**config.mk**
```make
export PLATFORM = sky130hd
export DESIGN_NAME = mem_access_unit_flat
export DESIGN_NICKNAME = d
export VERILOG_FILES = /design/src/rtl/mem_pkg.sv /design/src/rtl/mem_access_unit_if.sv /design/src/rtl/mem_lane_align.sv /design/src/rtl/mem_access_unit.sv /design/src/flat_wrapper.sv
export SDC_FILE = /design/constraint.sdc
export NUM_CORES = 1
export LEC_CHECK = 0
export BUFFER_PORTS_ARGS = -buffer_cell sky130_fd_sc_hd__clkbuf_2
export CORE_ASPECT_RATIO = 0.9
export CORE_MARGIN = 2
export CORE_UTILIZATION = 45
export DETAILED_ROUTE_END_ITERATION = 10
export PLACE_DENSITY = 0.77
export SLEW_MARGIN = 40
export SYNTH_ARGS = -nofsm -noshare
export SYNTH_HDL_FRONTEND = slang
export SYNTH_SLANG_ARGS = --single-unit
```
**constraint.sdc**
```tcl
create_clock -name clk_i -period 2.5 [get_ports clk_i]
set_clock_uncertainty 0.05 [all_clocks]
set_input_delay 0.625 -clock clk_i [delete_from_list [all_inputs] [get_ports clk_i]]
set_output_delay 0.625 -clock clk_i [all_outputs]
set_load 0.02 [all_outputs]
```
**src/rtl/mem_pkg.sv**
```systemverilog
// Shared encodings for the MEM-stage data-memory access unit: access sizes and FSM states.
package mem_pkg;

  localparam logic [1:0] MemSzByte = 2'd0;
  localparam logic [1:0] MemSzHalf = 2'd1;
  localparam logic [1:0] MemSzWord = 2'd2;

  typedef enum logic {
    StIdle,
    StBusy
  } mem_state_e;

endpackage

```
**src/rtl/mem_access_unit_if.sv**
```systemverilog
// Data-memory req/rsp bus; master is the access unit, slave is the memory.
interface mem_access_unit_if #(
  parameter int unsigned AddrW = 32
) ();

  logic             req;
  logic             we;
  logic [AddrW-1:0] addr;
  logic [31:0]      wdata;
  logic [3:0]       be;
  logic             rsp;
  logic [31:0]      rdata;

  modport master (output req, we, addr, wdata, be, input rsp, rdata);
  modport slave  (input req, we, addr, wdata, be, output rsp, rdata);

endinterface

```
**src/rtl/mem_lane_align.sv**
```systemverilog
// Byte-lane steering: store data/enables from size+addr, and load extraction with sign/zero extend.
module mem_lane_align
  import mem_pkg::*;
(
  input  logic [1:0]  size_i,
  input  logic [1:0]  addr_lo_i,
  input  logic        sign_i,
  input  logic [31:0] st_data_i,
  input  logic [31:0] rd_data_i,
  output logic [3:0]  be_o,
  output logic [31:0] wdata_o,
  output logic [31:0] ld_data_o
);

  logic [31:0] rd_shifted;
  logic [15:0] rd_half;

  assign rd_shifted = rd_data_i >> {addr_lo_i, 3'b000};
  assign rd_half    = addr_lo_i[1] ? rd_data_i[31:16] : rd_data_i[15:0];

  always_comb begin
    be_o      = 4'b1111;
    wdata_o   = st_data_i;
    ld_data_o = rd_data_i;
    case (size_i)
      MemSzByte: begin
        be_o      = 4'b0001 << addr_lo_i;
        wdata_o   = {4{st_data_i[7:0]}};
        ld_data_o = {{24{sign_i & rd_shifted[7]}}, rd_shifted[7:0]};
      end
      MemSzHalf: begin
        // a[0] is ignored for halves; misalignment is trapped upstream when enabled.
        be_o      = addr_lo_i[1] ? 4'b1100 : 4'b0011;
        wdata_o   = {2{st_data_i[15:0]}};
        ld_data_o = {{16{sign_i & rd_half[15]}}, rd_half};
      end
      default: begin
        be_o      = 4'b1111;
        wdata_o   = st_data_i;
        ld_data_o = rd_data_i;
      end
    endcase
  end

endmodule

```
**src/rtl/mem_access_unit.sv**
```systemverilog
// MEM-stage access unit: stalls the pipeline around a variable-latency data-memory access.
// Define MEM_MISALIGN_TRAP_EN to trap misaligned half/word accesses via mem_exc_o.
module mem_access_unit
  import mem_pkg::*;
#(
  parameter int unsigned AddrW = 32
) (
  input  logic                clk_i,
  input  logic                rst_ni,
  input  logic                in_valid_i,
  input  logic                in_mem_read_i,
  input  logic                in_mem_write_i,
  input  logic [1:0]          in_mem_size_i,
  input  logic                in_mem_signed_i,
  input  logic                in_reg_write_i,
  input  logic [4:0]          in_write_addr_i,
  input  logic [31:0]         in_alu_out_i,
  input  logic [31:0]         in_store_data_i,
  mem_access_unit_if.master   dmem,
  output logic                stall_o,
  output logic                out_reg_write_o,
  output logic [4:0]          out_write_addr_o,
  output logic [31:0]         out_mem_out_o,
  output logic                mem_exc_o
);

  mem_state_e       state_q, state_d;
  logic             capture;
  logic             mem_op;
  logic             misaligned;

  logic             we_q;
  logic [AddrW-1:0] addr_q;
  logic [3:0]       be_q;
  logic [31:0]      wdata_q;
  logic [1:0]       size_q;
  logic             signed_q;
  logic             reg_write_q;
  logic [4:0]       write_addr_q;

  logic [3:0]       st_be;
  logic [31:0]      st_wdata;
  logic [31:0]      st_ld_data;
  logic [3:0]       ld_be;
  logic [31:0]      ld_wdata;
  logic [31:0]      ld_data;
  logic             unused_lane;

  assign mem_op = in_valid_i & (in_mem_read_i | in_mem_write_i);

`ifdef MEM_MISALIGN_TRAP_EN
  assign misaligned = ((in_mem_size_i == MemSzHalf) & in_alu_out_i[0]) |
                      (in_mem_size_i[1] & (|in_alu_out_i[1:0]));
`else
  assign misaligned = 1'b0;
`endif

  mem_lane_align u_store_align (
    .size_i    (in_mem_size_i),
    .addr_lo_i (in_alu_out_i[1:0]),
    .sign_i    (in_mem_signed_i),
    .st_data_i (in_store_data_i),
    .rd_data_i (dmem.rdata),
    .be_o      (st_be),
    .wdata_o   (st_wdata),
    .ld_data_o (st_ld_data)
  );

  mem_lane_align u_load_align (
    .size_i    (size_q),
    .addr_lo_i (addr_q[1:0]),
    .sign_i    (signed_q),
    .st_data_i (wdata_q),
    .rd_data_i (dmem.rdata),
    .be_o      (ld_be),
    .wdata_o   (ld_wdata),
    .ld_data_o (ld_data)
  );

  // Each instance only feeds one direction; the other half of its outputs is dropped.
  assign unused_lane = ^{st_ld_data, ld_be, ld_wdata};

  always_comb begin
    state_d          = state_q;
    capture          = 1'b0;
    stall_o          = 1'b0;
    out_reg_write_o  = 1'b0;
    out_write_addr_o = in_write_addr_i;
    out_mem_out_o    = in_alu_out_i;
    mem_exc_o        = 1'b0;
    unique case (state_q)
      StIdle: begin
        if (mem_op && misaligned) begin
          mem_exc_o = 1'b1;
        end else if (mem_op) begin
          stall_o = 1'b1;
          capture = 1'b1;
          state_d = StBusy;
        end else begin
          out_reg_write_o = in_valid_i & in_reg_write_i;
        end
      end
      StBusy: begin
        stall_o          = ~dmem.rsp;
        out_write_addr_o = write_addr_q;
        if (dmem.rsp) begin
          out_reg_write_o = ~we_q & reg_write_q;
          out_mem_out_o   = we_q ? in_alu_out_i : ld_data;
          state_d         = StIdle;
        end
      end
      default: state_d = StIdle;
    endcase
    // Outputs stay quiet while reset is asserted, even with a live EX/MEM stage.
    if (!rst_ni) begin
      stall_o         = 1'b0;
      out_reg_write_o = 1'b0;
      mem_exc_o       = 1'b0;
    end
  end

  always_ff @(posedge clk_i or negedge rst_ni) begin
    if (!rst_ni) begin
      state_q      <= StIdle;
      we_q         <= 1'b0;
      addr_q       <= '0;
      be_q         <= '0;
      wdata_q      <= '0;
      size_q       <= MemSzByte;
      signed_q     <= 1'b0;
      reg_write_q  <= 1'b0;
      write_addr_q <= '0;
    end else begin
      state_q <= state_d;
      if (capture) begin
        we_q         <= in_mem_write_i;
        addr_q       <= in_alu_out_i[AddrW-1:0];
        be_q         <= st_be;
        wdata_q      <= st_wdata;
        size_q       <= in_mem_size_i;
        signed_q     <= in_mem_signed_i;
        reg_write_q  <= in_reg_write_i;
        write_addr_q <= in_write_addr_i;
      end
    end
  end

  assign dmem.req   = (state_q == StBusy);
  assign dmem.we    = (state_q == StBusy) & we_q;
  assign dmem.addr  = {addr_q[AddrW-1:2], 2'b00};
  assign dmem.be    = (state_q == StBusy) ? be_q : 4'b0000;
  assign dmem.wdata = wdata_q;

endmodule

```
**src/flat_wrapper.sv**
```systemverilog
// flat-port wrapper written by rule: the top's interface ports become plain ports
module mem_access_unit_flat import mem_pkg::*;
#(
  parameter int unsigned AddrW = 32
)
  (clk_i, rst_ni, in_valid_i, in_mem_read_i, in_mem_write_i, in_mem_size_i, in_mem_signed_i, in_reg_write_i, in_write_addr_i, in_alu_out_i, in_store_data_i, stall_o, out_reg_write_o, out_write_addr_o, out_mem_out_o, mem_exc_o, dmem_req, dmem_we, dmem_addr, dmem_wdata, dmem_be, dmem_rsp, dmem_rdata);
  mem_access_unit_if #(.AddrW(AddrW)) dmem_i ();
  input  logic clk_i;
  input  logic rst_ni;
  input  logic in_valid_i;
  input  logic in_mem_read_i;
  input  logic in_mem_write_i;
  input  logic [1:0] in_mem_size_i;
  input  logic in_mem_signed_i;
  input  logic in_reg_write_i;
  input  logic [4:0] in_write_addr_i;
  input  logic [31:0] in_alu_out_i;
  input  logic [31:0] in_store_data_i;
  output logic stall_o;
  output logic out_reg_write_o;
  output logic [4:0] out_write_addr_o;
  output logic [31:0] out_mem_out_o;
  output logic mem_exc_o;
  output wire logic [$bits(dmem_i.req)-1:0] dmem_req;
  output wire logic [$bits(dmem_i.we)-1:0] dmem_we;
  output wire logic [$bits(dmem_i.addr)-1:0] dmem_addr;
  output wire logic [$bits(dmem_i.wdata)-1:0] dmem_wdata;
  output wire logic [$bits(dmem_i.be)-1:0] dmem_be;
  input wire logic [$bits(dmem_i.rsp)-1:0] dmem_rsp;
  input wire logic [$bits(dmem_i.rdata)-1:0] dmem_rdata;
  assign dmem_req = dmem_i.req;
  assign dmem_we = dmem_i.we;
  assign dmem_addr = dmem_i.addr;
  assign dmem_wdata = dmem_i.wdata;
  assign dmem_be = dmem_i.be;
  assign dmem_i.rsp = dmem_rsp;
  assign dmem_i.rdata = dmem_rdata;
  mem_access_unit #(.AddrW(AddrW)) u_core (.clk_i(clk_i), .rst_ni(rst_ni), .in_valid_i(in_valid_i), .in_mem_read_i(in_mem_read_i), .in_mem_write_i(in_mem_write_i), .in_mem_size_i(in_mem_size_i), .in_mem_signed_i(in_mem_signed_i), .in_reg_write_i(in_reg_write_i), .in_write_addr_i(in_write_addr_i), .in_alu_out_i(in_alu_out_i), .in_store_data_i(in_store_data_i), .dmem(dmem_i), .stall_o(stall_o), .out_reg_write_o(out_reg_write_o), .out_write_addr_o(out_write_addr_o), .out_mem_out_o(out_mem_out_o), .mem_exc_o(mem_exc_o));
endmodule
```
After elaboration in Yosys (flattened, before gate mapping)

Index checks and enable logic that the tools add are counted.

Bits of input ports: 111
Output and inout port bits: 110
Logic and storage cells: 45
Register bits: 79

Bitwise gates (word level): 10
Eq/ne operators: 2
Mux-type cells: 20
Shift operators: 2
Reductions and logical operators: 2

Operator list:

| cell                | count |
|---|---|
| $pmux 32 s2         | 2 |
| $mux 32             | 3 |
| $shr 32x5->8        | 1 |
| $mux 16             | 1 |
| $mux 4              | 2 |
| $pmux 4 s2          | 1 |
| $mux 1              | 7 |
| $and 1x1->1         | 6 |
| $pmux 1 s2          | 3 |
| $mux 5              | 1 |
| $eq 2x1->1 const B  | 2 |
| $logic_not 2->1     | 2 |
| $shl 1x2->4 const A | 1 |
| $not 1->1           | 3 |
| $or 1x1->1          | 1 |

Logic depth before layout (Yosys ltp)

Depth after elaboration: 6
Mapped depth: 6
Gate-level depth less buffers: 3

Modules after synthesis

From an unflattened synthesis, not the netlist that was laid out.

Cells, all modules: 609
Area, all modules: 6231.0 um2

By module, submodules not included:

| module          | area an instance (um2) | cells each | sequential area each (um2) | times used |
|---|---|---|---|---|
| mem_access_unit | 3828.7                 | 257        | 1976.9                     | 1 |
| mem_lane_align  | 1201.2                 | 176        | 0.0                        | 2 |

Worst setup path before layout

OpenSTA, ideal clock, no wires.

Path type: input port to output port
From: input port dmem_rdata[31]
To: output port out_mem_out_o[21]
Data arrival time: 1.826 ns
Buffers on the path: 1
Data required time: 1.825 ns
Path slack: -0.001 ns
Stages on the path: 4
Path through: mux2_2 > a222oi_1 > buf_4 > o21ai_1

Cells in the longest elaborated chain, start to end: 6
Elaborated cells between the ends (all ways): 8
Classes of those cells: 1 x shift; 5 x mux; 2 x bitwise

Ends and longest elaborated chain:

| element                                 | line                                       | text |
|---|---|---|
| from (decl)                             | flat_wrapper.sv:30                         | `input wire logic [$bits(dmem_i.rdata)-1:0] dmem_rdata;` |
| $shr 32x5->8 or $mux 16 (tied branches) | mem_lane_align.sv:18, mem_lane_align.sv:19 |  |
| $and 1x1->1 (on tied branches)          | mem_lane_align.sv:29, mem_lane_align.sv:35 |  |
| $pmux 32 s2 *                           | mem_lane_align.sv:25                       | `case (size_i)` |
| $mux 32 *                               | mem_access_unit.sv:108                     | `out_mem_out_o = we_q ? in_alu_out_i : ld_data;` |
| $mux 32 *                               | mem_access_unit.sv:106                     | `if (dmem.rsp) begin` |
| $mux 32 *                               | mem_access_unit.sv:91                      | `unique case (state_q)` |
| to (decl)                               | flat_wrapper.sv:22                         | `output logic [31:0] out_mem_out_o;` |

Mark *: on every way between the ends. The rest lies on a longest branch, timed or not.

Final worst setup path

From: register u_core.addr_q[0]
To: output port out_mem_out_o[22]

Cells in the longest elaborated chain, start to end: 6

Ends and longest elaborated chain:

| element                | line                   | text |
|---|---|---|
| from (decl)            | mem_access_unit.sv:33  | `logic [AddrW-1:0] addr_q;` |
| from (signal assigned) | mem_access_unit.sv:137 | `addr_q <= in_alu_out_i[AddrW-1:0];` |
| $shr 32x5->8           | mem_lane_align.sv:18   | `assign rd_shifted = rd_data_i >> {addr_lo_i, 3'b000};` |
| $and 1x1->1            | mem_lane_align.sv:29   | `ld_data_o = {{24{sign_i & rd_shifted[7]}}, rd_shifted[7:0]};` |
| $pmux 32 s2            | mem_lane_align.sv:25   |  |
| $mux 32                | mem_access_unit.sv:108 |  |
| $mux 32                | mem_access_unit.sv:106 |  |
| $mux 32                | mem_access_unit.sv:91  |  |

Every way passes these cells.

==> results.txt <==
The share of layout cells above drive strength 1 came out at 57.4%. The DRC violation total after the first TritonRoute iteration came out at 181. The normalized max-slew margin is 51.1%. In the global route stage, overall resource usage came out at 26.1%. The category of the worst setup path launch point is a flip-flop.

The capturing element type of the critical path is a primary output. The number of buffer and inverter stages on the critical path is 3. The initial core utilization came out at 46.5%. The fraction of registers with async set/reset is 100%. The TritonCTS buffer count is 9. The critical path goes through mux2_4 > a222oi_1 > buf_4 > buf_12 > o21ai_2 > buf_6. Once layout is done, the placed cells without fillers occupy 6710 um^2. Clock-pin slew was measured on the worst setup and hold paths at 0.06 ns.

At the end of the flow, the number of nets in the layout was 770. The complex-gate fraction of the synthesized area came out at 12.4%. The share of synthesized area occupied by flip-flops and latches is 41.3%. The largest individual stage delay along the critical path comes from the cell sky130_fd_sc_hd__dfrtp_2.

Yosys mapped a number of flops with a built-in enable equal to 0. The final number of max-transition violations came out at 0. Of the total power, registers draw 33.5%.

The wire length of the first global-routing pass is 23.2 mm. The TritonCTS clock tree is done. The synthesized flop and latch total is 79.

Entering global routing, the biggest net connects 55 pins. Summed over all layers, the routed wires come to 15.4 mm. The analysis attributes to cell leakage a power of 3.19 nW. The power share of the clock group is 25.2%.

The required time of the critical path is 1.82 ns. The yosys synthesis warning count came out at 0. For this run, the detailed router's first-pass iteration total came to 4. In this run, the combinational gates consume 41.2% of the power. The via count of the first global-routing pass was 4450. The total inserted antenna cells came out at 0.

The remaining antenna violation count is 0. Dividing the detail-routed wire length by the instance count gives 19.4 um. The xor and xnor area share after synthesis came out at 0%. The total setup violations reported at the end of the flow is 32.

Across the run, the number of max-cap violations was 0. The number of port buffers came out at 217. The number of hold-slack violations in the final timing report came to 0.

Of the total power, the share spent switching nets is 37.3%. The post-synth design cell area is 4790 um^2. The fmax is 0.373 GHz. The number of sinks on the clock net is 79. The path class of the lowest-slack min-delay path is input pin to asynchronous set/reset pin.

The portion of the clock cycle consumed by the worst path in the final layout is 107%. The flow ran to the end, but the final reports show violations. The layout overhead on the synthesized area is 40.1%.

The portion of netlist area occupied by mux cells came out at 27.2%. No sink is reached through more buffers than the 2 on the longest clock path. During I/O placement, the number of pins put on the boundary was 221. The vertical extent of the die is 102 um. On the worst path, the slowest cell contributes a delay of 0.44 ns. The final reports fail on negative setup slack. For the worst setup path, the data arrival time is 2.00 ns. The placed instances occupy a cell area of 5920 um^2. The latest clock arrival within the worst-skew pair is 0.33 ns.

For this design the ratio of total power to cell area is 799 nW/um^2. The worst path in the final design needs a cycle of 2.68 ns, including I/O delays and setup. The placer's final routability congestion estimate came out at 0.939. The core box area came out at 10300 um^2. The critical path class is flip-flop to primary output. Synthesis handed over a netlist of 459 instances. The mean cell area of the mapped netlist came out at 10.4 um^2.

Setup repair after global routing could not meet its margin everywhere. After floorplanning, the core was divided into 35 placement rows. By area, the combinational part of the netlist is dominated by multiplexers. The critical-path maximum fanout came out at 8. The number of H-tree levels came out at 3. On the critical path the largest part of the delay comes from buffers and inverters. For the pin with the worst max-slew slack, the measured transition is 0.733 ns. Among all flip-flop cells after synthesis, the most frequent one is sky130_fd_sc_hd__dfrtp_1.

The overall via count from detail_route is 4376. For this design the total switching power over the nets is 2.00 mW. The worst-case IR drop observed on VDD is 0.430 mV. The final worst-path setup slack is -0.179 ns. In the routed layout, each cell is associated on average with a via count of 5.52.

Summing the areas of all and, or, nand and nor instances in the mapped netlist gives 10.6% of the synthesized area. Overall power consumption after layout is estimated at 5.36 mW. The wire-length estimate of the detail-placed layout is 11.7 mm. The number of antenna violations at the first check in global routing was 0.

The horizontal extent of the die came out at 113 um. Synthesis instantiated 36 different standard cells from the library. In this run the clock root is driven by a sky130_fd_sc_hd__clkbuf_16. The die covers 11500 um^2. The total congestion overflow is 0. The remaining design rule violation count came out at 0. The adder-cell area share of the yosys netlist came out at 0%. Internal power comes to 3.36 mW.

Measured on the finished design, the core utilization comes to 65.2%.
## per-layer routing
metal  vias up  wire (um)  global-route usage, %
met3        29       1200                   6.23
met1      2112       5850                   30.1
met5         -          0                      0
met4         0        456                   9.94
met2       216       7850                   47.4
li1       2019          -                      -
## state kept, by name (all words and copies together) (netlist names)
name / cells
u_core.addr_q: 32
u_core.dmem.wdata: 32
u_core.write_addr_q: 5
u_core.be_q: 4
u_core.size_q: 2
u_core.dmem.req: 1
u_core.reg_write_q: 1
u_core.signed_q: 1
u_core.we_q: 1
## placed cells by master, fill, tap and decap left out, types with 2 or more instances in the layout
cell | netlist | final
sky130_fd_sc_hd__a21oi_1 | 9 | 9
sky130_fd_sc_hd__a221oi_2 | 0 | 7
sky130_fd_sc_hd__and2_1 | 30 | 30
sky130_fd_sc_hd__and3b_1 | 9 | 8
sky130_fd_sc_hd__buf_12 | 0 | 7
sky130_fd_sc_hd__buf_4 | 34 | 32
sky130_fd_sc_hd__buf_6 | 1 | 12
sky130_fd_sc_hd__buf_8 | 0 | 4
sky130_fd_sc_hd__clkbuf_16 | 0 | 9
sky130_fd_sc_hd__clkbuf_2 | 0 | 189
sky130_fd_sc_hd__clkbuf_4 | 0 | 4
sky130_fd_sc_hd__clkbuf_8 | 0 | 6
sky130_fd_sc_hd__conb_1 | 1 | 3
sky130_fd_sc_hd__dfrtp_1 | 79 | 74
sky130_fd_sc_hd__dfrtp_2 | 0 | 5
sky130_fd_sc_hd__inv_1 | 2 | 2
sky130_fd_sc_hd__inv_6 | 0 | 2
sky130_fd_sc_hd__mux2_2 | 73 | 71
sky130_fd_sc_hd__mux2_4 | 0 | 2
sky130_fd_sc_hd__mux2i_1 | 48 | 48
sky130_fd_sc_hd__nand2_1 | 10 | 9
sky130_fd_sc_hd__nand2b_1 | 2 | 2
sky130_fd_sc_hd__nand3_1 | 8 | 8
sky130_fd_sc_hd__nor2_1 | 11 | 10
sky130_fd_sc_hd__nor2b_1 | 9 | 9
sky130_fd_sc_hd__o211ai_1 | 8 | 8
sky130_fd_sc_hd__o21ai_0 | 60 | 53
sky130_fd_sc_hd__o21ai_2 | 0 | 13
sky130_fd_sc_hd__o21ai_4 | 0 | 4
## worst paths after layout
kind                                  startpoint                   end  slack (ns)  cells after the start
worst max-delay path            u_core.addr_q[0]     out_mem_out_o[22]       -0.18                      6
worst min register to register  u_core.addr_q[8]      u_core.addr_q[8]        0.45                      1
worst min-delay path                      rst_ni      u_core.size_q[1]         0.1                      1
worst max register to register   u_core.dmem.req  u_core.dmem.wdata[7]        0.68                      5
min in group clk_i              u_core.addr_q[8]      u_core.addr_q[8]        0.45                      1
max in group asynchronous                 rst_ni      u_core.addr_q[1]        1.33                      2
## power by group through the flow
stage / clock [mW] / sequential [mW] / combinational [mW]
6_report: 1.35 / 1.80 / 2.21
5_1_grt: 1.43 / 1.83 / 2.36
4_1_cts: 1.39 / 1.79 / 2.10
3_5_place_dp: 0 / 1.81 / 1.92
3_3_place_gp: 0 / 1.78 / 1.89
2_1_floorplan: 0 / 1.90 / 1.23
## logic make-up (layout without fill, tap and decap cells)
kind of cell	after synthesis	count (layout)
other cells	1	3
simple gates	86	86
flops	79	79
mux	121	121
buf+inv	69	272
compound gates	103	103
## final cells by class
class | instances | area, um^2
Fill cell | 812 | 3580
Multi-Input combinational cell | 313 | 2620
Inverter | 2 | 7.51
Sequential cell | 79 | 1980
Clock buffer | 9 | 225
Tap cell | 129 | 161
Clock inverter | 7 | 80.1
Timing Repair Buffer | 254 | 1630
## through the flow
| step | setup slack (ns) | setup TNS, ns | hold WS, ns | instances |
|---|---|---|---|---|
| floorplan | -0.000573 | -0.00573 | 0.279 | 461 |
| global placement | -0.353 | -0.353 | 0.433 | 766 |
| detailed placement | -0.168 | -0.216 | 0.441 | 766 |
| CTS | -0.141 | -2.76 | 0.0894 | 792 |
| global route | -0.242 | -5.78 | 0.0926 | 793 |
| finish | -0.179 | -3.62 | 0.0955 | 793 |
## timing repair
item / in CTS / in global routing
pin swaps: 9 / 4
gates resized for setup: 65 / 54
setup endpoints to repair: 32 / 32
hold buffers: 0 / 0
hold endpoints to repair: 0 / 0
buffers inserted: 9 / 2
gates cloned: 1 / 0
## cell usage after synthesis, types with 10 or more instances
| master | instances | area [um^2] |
|---|---|---|
| sky130_fd_sc_hd__mux2_2 | 73 | 822 |
| sky130_fd_sc_hd__nor2_1 | 11 | 41.3 |
| sky130_fd_sc_hd__nand2_1 | 10 | 37.5 |
| sky130_fd_sc_hd__clkbuf_1 | 22 | 82.6 |
| sky130_fd_sc_hd__mux2i_1 | 48 | 480 |
| sky130_fd_sc_hd__buf_4 | 34 | 255 |
| sky130_fd_sc_hd__o21ai_1 | 10 | 50.1 |
| sky130_fd_sc_hd__o21ai_0 | 60 | 300 |
| sky130_fd_sc_hd__and2_1 | 30 | 188 |
| sky130_fd_sc_hd__dfrtp_1 | 79 | 1980 |
(Power assumes the default switching activity.)
